$ cat src/rtl/clock_set_ctrl.sv
// 24-hour timekeeping core with a three-key set mode (mode / next / inc).
// Produces registered hours/minutes/seconds and the selected digit for the display.

module clock_set_key #(
   parameter int DEBOUNCE_CYCLES = 1000000
) (
   input  logic clk,
   input  logic rst,
   input  logic key,
   output logic press
);
   localparam int DW = $clog2(DEBOUNCE_CYCLES + 1);
   localparam logic [DW-1:0] DB_LAST = DW'(DEBOUNCE_CYCLES - 1);

   logic          sync1, sync2;
   logic          level, level_prev;
   logic          fill1, fill2, armed;
   logic [DW-1:0] db_cnt;

   // armed stays low until the key has been seen released after reset, so a key
   // held through reset never produces a press.
   always_ff @(posedge clk) begin
      if (rst) begin
         sync1      <= 1'b0;
         sync2      <= 1'b0;
         level      <= 1'b0;
         level_prev <= 1'b0;
         fill1      <= 1'b0;
         fill2      <= 1'b0;
         armed      <= 1'b0;
         db_cnt     <= '0;
         press      <= 1'b0;
      end else begin
         sync1      <= key;
         sync2      <= sync1;
         fill1      <= 1'b1;
         fill2      <= fill1;
         level_prev <= level;
         if (sync2 == level) begin
            db_cnt <= '0;
         end else if (db_cnt == DB_LAST) begin
            level  <= sync2;
            db_cnt <= '0;
         end else begin
            db_cnt <= db_cnt + 1'b1;
         end
         if (fill2 && !sync2 && !level)
            armed <= 1'b1;
         press <= level & ~level_prev & armed;
      end
   end
endmodule

// state | meaning
// RUN   | time advances on each tick, pos = 7, setting = 0
// SET   | time frozen, inc edits digit at pos, next moves pos, setting = 1
module clock_set_ctrl #(
   parameter int CLK_FREQ        = 50000000,
   parameter int DEBOUNCE_CYCLES = 1000000
) (
   input  logic       clk,
   input  logic       rst,
   input  logic       key_mode,
   input  logic       key_next,
   input  logic       key_inc,
   output logic [5:0] hours,
   output logic [5:0] minutes,
   output logic [5:0] seconds,
   output logic [2:0] pos,
   output logic       setting
);
   localparam int TW = $clog2(CLK_FREQ + 1);
   localparam logic [TW-1:0] TICK_LAST = TW'(CLK_FREQ - 1);

   typedef enum logic {RUN, SET} state_t;

   state_t        state;
   logic [TW-1:0] tick_cnt;
   logic          tick;
   logic          mode_p, next_p, inc_p;
   logic [5:0]    edit_hr, edit_min, edit_sec;

   clock_set_key #(.DEBOUNCE_CYCLES(DEBOUNCE_CYCLES)) u_key_mode (
      .clk(clk), .rst(rst), .key(key_mode), .press(mode_p));
   clock_set_key #(.DEBOUNCE_CYCLES(DEBOUNCE_CYCLES)) u_key_next (
      .clk(clk), .rst(rst), .key(key_next), .press(next_p));
   clock_set_key #(.DEBOUNCE_CYCLES(DEBOUNCE_CYCLES)) u_key_inc (
      .clk(clk), .rst(rst), .key(key_inc), .press(inc_p));

   function automatic logic [5:0] inc_units(input logic [5:0] v, input logic [5:0] top);
      logic [5:0] t, u;
      t = v / 6'd10;
      u = v % 6'd10;
      u = (u == top) ? 6'd0 : u + 6'd1;
      return t * 6'd10 + u;
   endfunction

   function automatic logic [5:0] inc_tens(input logic [5:0] v, input logic [5:0] top);
      logic [5:0] t, u;
      t = v / 6'd10;
      u = v % 6'd10;
      t = (t == top) ? 6'd0 : t + 6'd1;
      return t * 6'd10 + u;
   endfunction

   // Stepping hour tens to 2 clamps units to 3 so the hour stays within 0..23.
   function automatic logic [5:0] inc_hr_tens(input logic [5:0] v);
      logic [5:0] t, u;
      t = v / 6'd10;
      u = v % 6'd10;
      t = (t == 6'd2) ? 6'd0 : t + 6'd1;
      if (t == 6'd2 && u > 6'd3)
         u = 6'd3;
      return t * 6'd10 + u;
   endfunction

   assign tick = (state == RUN) && (tick_cnt == TICK_LAST);

   always_comb begin
      edit_hr  = hours;
      edit_min = minutes;
      edit_sec = seconds;
      case (pos)
         3'd0: edit_sec = inc_units(seconds, 6'd9);
         3'd1: edit_sec = inc_tens(seconds, 6'd5);
         3'd2: edit_min = inc_units(minutes, 6'd9);
         3'd3: edit_min = inc_tens(minutes, 6'd5);
         3'd4: edit_hr  = inc_units(hours, (hours / 6'd10 == 6'd2) ? 6'd3 : 6'd9);
         3'd5: edit_hr  = inc_hr_tens(hours);
         default: ;
      endcase
   end

   always_ff @(posedge clk) begin
      if (rst) begin
         state    <= RUN;
         hours    <= 6'd0;
         minutes  <= 6'd0;
         seconds  <= 6'd0;
         pos      <= 3'd7;
         setting  <= 1'b0;
         tick_cnt <= '0;
      end else begin
         case (state)
            RUN: begin
               tick_cnt <= tick ? '0 : tick_cnt + 1'b1;
               if (mode_p) begin
                  state    <= SET;
                  pos      <= 3'd0;
                  setting  <= 1'b1;
                  tick_cnt <= '0;
               end else if (tick) begin
                  if (seconds == 6'd59) begin
                     seconds <= 6'd0;
                     if (minutes == 6'd59) begin
                        minutes <= 6'd0;
                        hours   <= (hours == 6'd23) ? 6'd0 : hours + 6'd1;
                     end else begin
                        minutes <= minutes + 6'd1;
                     end
                  end else begin
                     seconds <= seconds + 6'd1;
                  end
               end
            end
            SET: begin
               tick_cnt <= '0;
               if (mode_p) begin
                  state   <= RUN;
                  pos     <= 3'd7;
                  setting <= 1'b0;
               end else if (next_p) begin
                  pos <= (pos == 3'd5) ? 3'd0 : pos + 3'd1;
               end else if (inc_p) begin
                  hours   <= edit_hr;
                  minutes <= edit_min;
                  seconds <= edit_sec;
               end
            end
         endcase
      end
   end
endmodule

$ cat config.mk
export PLATFORM = sky130hd
export DESIGN_NAME = clock_set_ctrl
export DESIGN_NICKNAME = d
export VERILOG_FILES = /design/src/rtl/clock_set_ctrl.sv
export SDC_FILE = /design/constraint.sdc
export NUM_CORES = 1
export LEC_CHECK = 0
export BUFFER_PORTS_ARGS = -buffer_cell sky130_fd_sc_hd__buf_4
export CORE_UTILIZATION = 50
export DETAILED_ROUTE_END_ITERATION = 10
export GPL_ROUTABILITY_DRIVEN = 0
export PLACE_DENSITY = 0.78
export SLEW_MARGIN = 25
export SYNTH_ARGS = -nofsm -noshare
export SYNTH_HDL_FRONTEND = slang
export SYNTH_SLANG_ARGS = --single-unit
$ cat constraint.sdc
create_clock -name clk -period 4.35 [get_ports clk]
set_clock_uncertainty 0.2 [all_clocks]
set_input_delay 0 -clock clk [delete_from_list [all_inputs] [get_ports clk]]
set_output_delay 0 -clock clk [all_outputs]
set_load 0.005 [all_outputs]
==> flow_summary.ini <==
[run_status]
status = completed

[power]
vdd_ir_drop_max_uv = 289
p_per_area_nw_per_um2 = 257
p_leak_nw = 4.14

[yosys]
yosysTopAreaCellShare_pct = 29.8
syn_area_um2 = 8660
syn-mean-instance-area_um2 = 8.17
async_flop_share_pct = 0
synthTopCellsByArea = dfxtp_1, ha_1, xnor2_1, nor2_1, xor2_1
synth_ff_type = dfxtp_1
yosysTopAreaCell = dfxtp_1
ys_ff_latch = 129
synth_edf_count = 0
syn-instance-count = 1060
syn-num-nets = 1141
synth_cell_types = 83
yosysSeqAreaShare_pct = 29.8
yosysWarnings = 0

[die]
die-area_um2 = 17900
start_util_pct = 51.7
coreArea_um2 = 16800
die_w_um = 134
ios = 27
die_y_um = 134
rows = 47

[drt]
first_pass_iters = 5
wl_mm = 18.5
via_count = 7532
avgViaCountPerCell = 5.55
ant_nets = 0
wire_per_inst_um = 13.7
drc = 0
drt_iter0_markers = 391

[sta]
slew-limit-headroom_pct = 42.7
finalHoldViolCount = 0
rsz0062_at_grt = true
worst_pin_slew_ns = 0.859
setup_ws_ns = 0.0805
fmax_mhz = 234
period_share_pct = 98.1
setup_violations = 0
finalCriticalPeriod_ns = 4.27
slew_viol_final = 0

[grt]
grt_max_degree = 41
grt_antenna_before_repair = 0
grt_remaining_overflow = 0
grt_pass1_vias = 6953
grt_pass1_wl_mm = 31.8
grtUsageTotal_pct = 21.3

[hold_path]
hold_class = flop to flop
hold_depth = 1

[cells_and_area]
multi_input_area_um2 = 5890
drive_gt1_share_pct = 15.7
layout_common_cells = nor2_1, dfxtp_1, buf_4, nand2_1, xnor2_1
register_area_um2 = 2590
area_delta_synth_final_pct = 17.9
diodes = 0
num-nets-final = 1205
final_common_cell = nor2_1
fill_cells = 1420
final_cells = 1357

[worst_setup_path]
crit_fanout = 7
end_kind = flop
required_ns = 4.44
r2r_cells = 21
critPathArrivalTime_ns = 4.36
critical_path_class = flop to flop
startpoint_type = flop

[place]
dpl.hpwl_mm = 13.1
pre_cts_slack_ns = -0.0583
port_buffers = 26
dp.cells = 1310

[cts]
cts.path.max_buffers = 2
cts_buffers = 17
root_buffer = clkbuf_16
clk_pin_slew_ns = 0.07
clock_latency_ns = 0.42
cts_tree = done
h-tree-depth = 4
clkSinkCount = 129

[run]
cap_violations = 0
[final cells by class]
cell class                 instances  share of cell area [%]
clock inverter                    15                    1.59
multi-input combinational        842                    57.7
tap                              220                    2.69
inverter                          47                    1.75
clock buffer                      17                    4.16
timing repair buffer              87                    6.72
sequential                       129                    25.4
[repair_timing]
action	CTS	global route
endpoints found under the setup margin	2	11
setup buffers	1	7
hold endpoints to repair	36	0
gates resized for setup	4	33
pin swaps	1	13
hold buffers	7	0
[critical path: stages, from the launching register on]
cell and delay, ns:
dfxtp_2 0.35, inv_4 0.04, ha_4 0.26, and4b_4 0.22, o21ai_2 0.16, o221a_4 0.23
ha_4 0.15, o41ai_4 0.06, and4_1 0.21, a211o_1 0.29, nand2_2 0.09, nand2_2 0.05
or4b_4 0.53, and2_4 0.17, ha_4 0.20, a21o_1 0.18, a21oi_2 0.14, xnor2_1 0.07
o211ai_1 0.18, o31ai_1 0.10, a22oi_1 0.18, nor2_1 0.06
[state kept, by name, summed over array words and instances (netlist names), 3 cells and up]
| name | flops |
|---|---|
| u_key_inc.db_cnt | 20 |
| pos | 3 |
| u_key_mode.db_cnt | 20 |
| seconds | 6 |
| hours | 6 |
| minutes | 6 |
| u_key_next.db_cnt | 20 |
| tick_cnt | 26 |
[power breakdown]
part	internal, mW	total, mW	switching, mW
combinational	0.0142	0.0365	0.0223
sequential	1.19	1.20	0.00625
clock	0.812	1.39	0.583
total	2.02	2.63	0.612
[final timing paths]
| check | start | end | slack (ns) |
|---|---|---|---|
| worst max-delay path | minutes[4] | minutes[4] | 0.08 |
| worst max register to register | minutes[4] | minutes[4] | 0.08 |
| worst min-delay path | u_key_next.fill1 | u_key_next.fill2 | 0.23 |
| worst min register to register | u_key_next.fill1 | u_key_next.fill2 | 0.23 |
[synthesized netlist by cell type (3+ instances only)]
cell / number
buf_1: 3
a21o_1: 18
nand2b_1: 8
and2_1: 8
xnor2_1: 71
nor3_1: 20
o21ai_0: 44
a211oi_1: 8
fa_1: 6
nand2_1: 75
nor2_1: 154
a22oi_1: 12
or3_1: 12
and3_1: 25
o211ai_1: 9
inv_1: 45
nor2b_1: 20
nand3_1: 53
nor4b_1: 6
dfxtp_1: 129
mux2i_1: 13
or2_2: 3
buf_2: 6
a31oi_1: 6
nand4_1: 15
a21boi_0: 4
and4_1: 3
a41oi_1: 3
buf_6: 3
clkbuf_1: 28
a21oi_1: 48
ha_1: 70
nor3b_1: 3
o31ai_1: 4
xor2_1: 49
and3b_1: 7
o21ai_1: 3
o21a_1: 3
nor4_1: 6
[cell families after synthesis]
| kind of cell | after synthesis | synth area share [%] |
|---|---|---|
| other cells | 1 | 0.0433 |
| mux | 13 | 1.50 |
| xor+xnor | 120 | 12.1 |
| fa+ha+maj | 77 | 11.6 |
| simple gates | 438 | 25.6 |
| flops | 129 | 29.8 |
| buf+inv | 89 | 4.29 |
| compound gates | 193 | 15.1 |
[metal layers]
layer	up-vias	track usage, %	share of wire (%)
met5	-	0	0
met4	0	6.38	1.4
met3	27	3.96	3.8
met2	109	35.4	47
met1	3547	28.0	48
li1	3849	-	-
[per-stage QoR]
stage	hold slack [ns]	TNS [ns]	instance area [um2]	util [%]	total power, mW
after global placement	0.0422	0	9360	55.9	1.25
after global routing	0.259	-0.366	10200	60.9	2.72
after detailed placement	0.0524	-0.0583	9360	55.9	1.25
final	0.235	0	10200	60.9	2.63
after floorplan	-0.0718	-0.0702	8730	-	1.24
after CTS	0.239	0	10000	59.9	2.65
(Power assumes the default switching activity.)
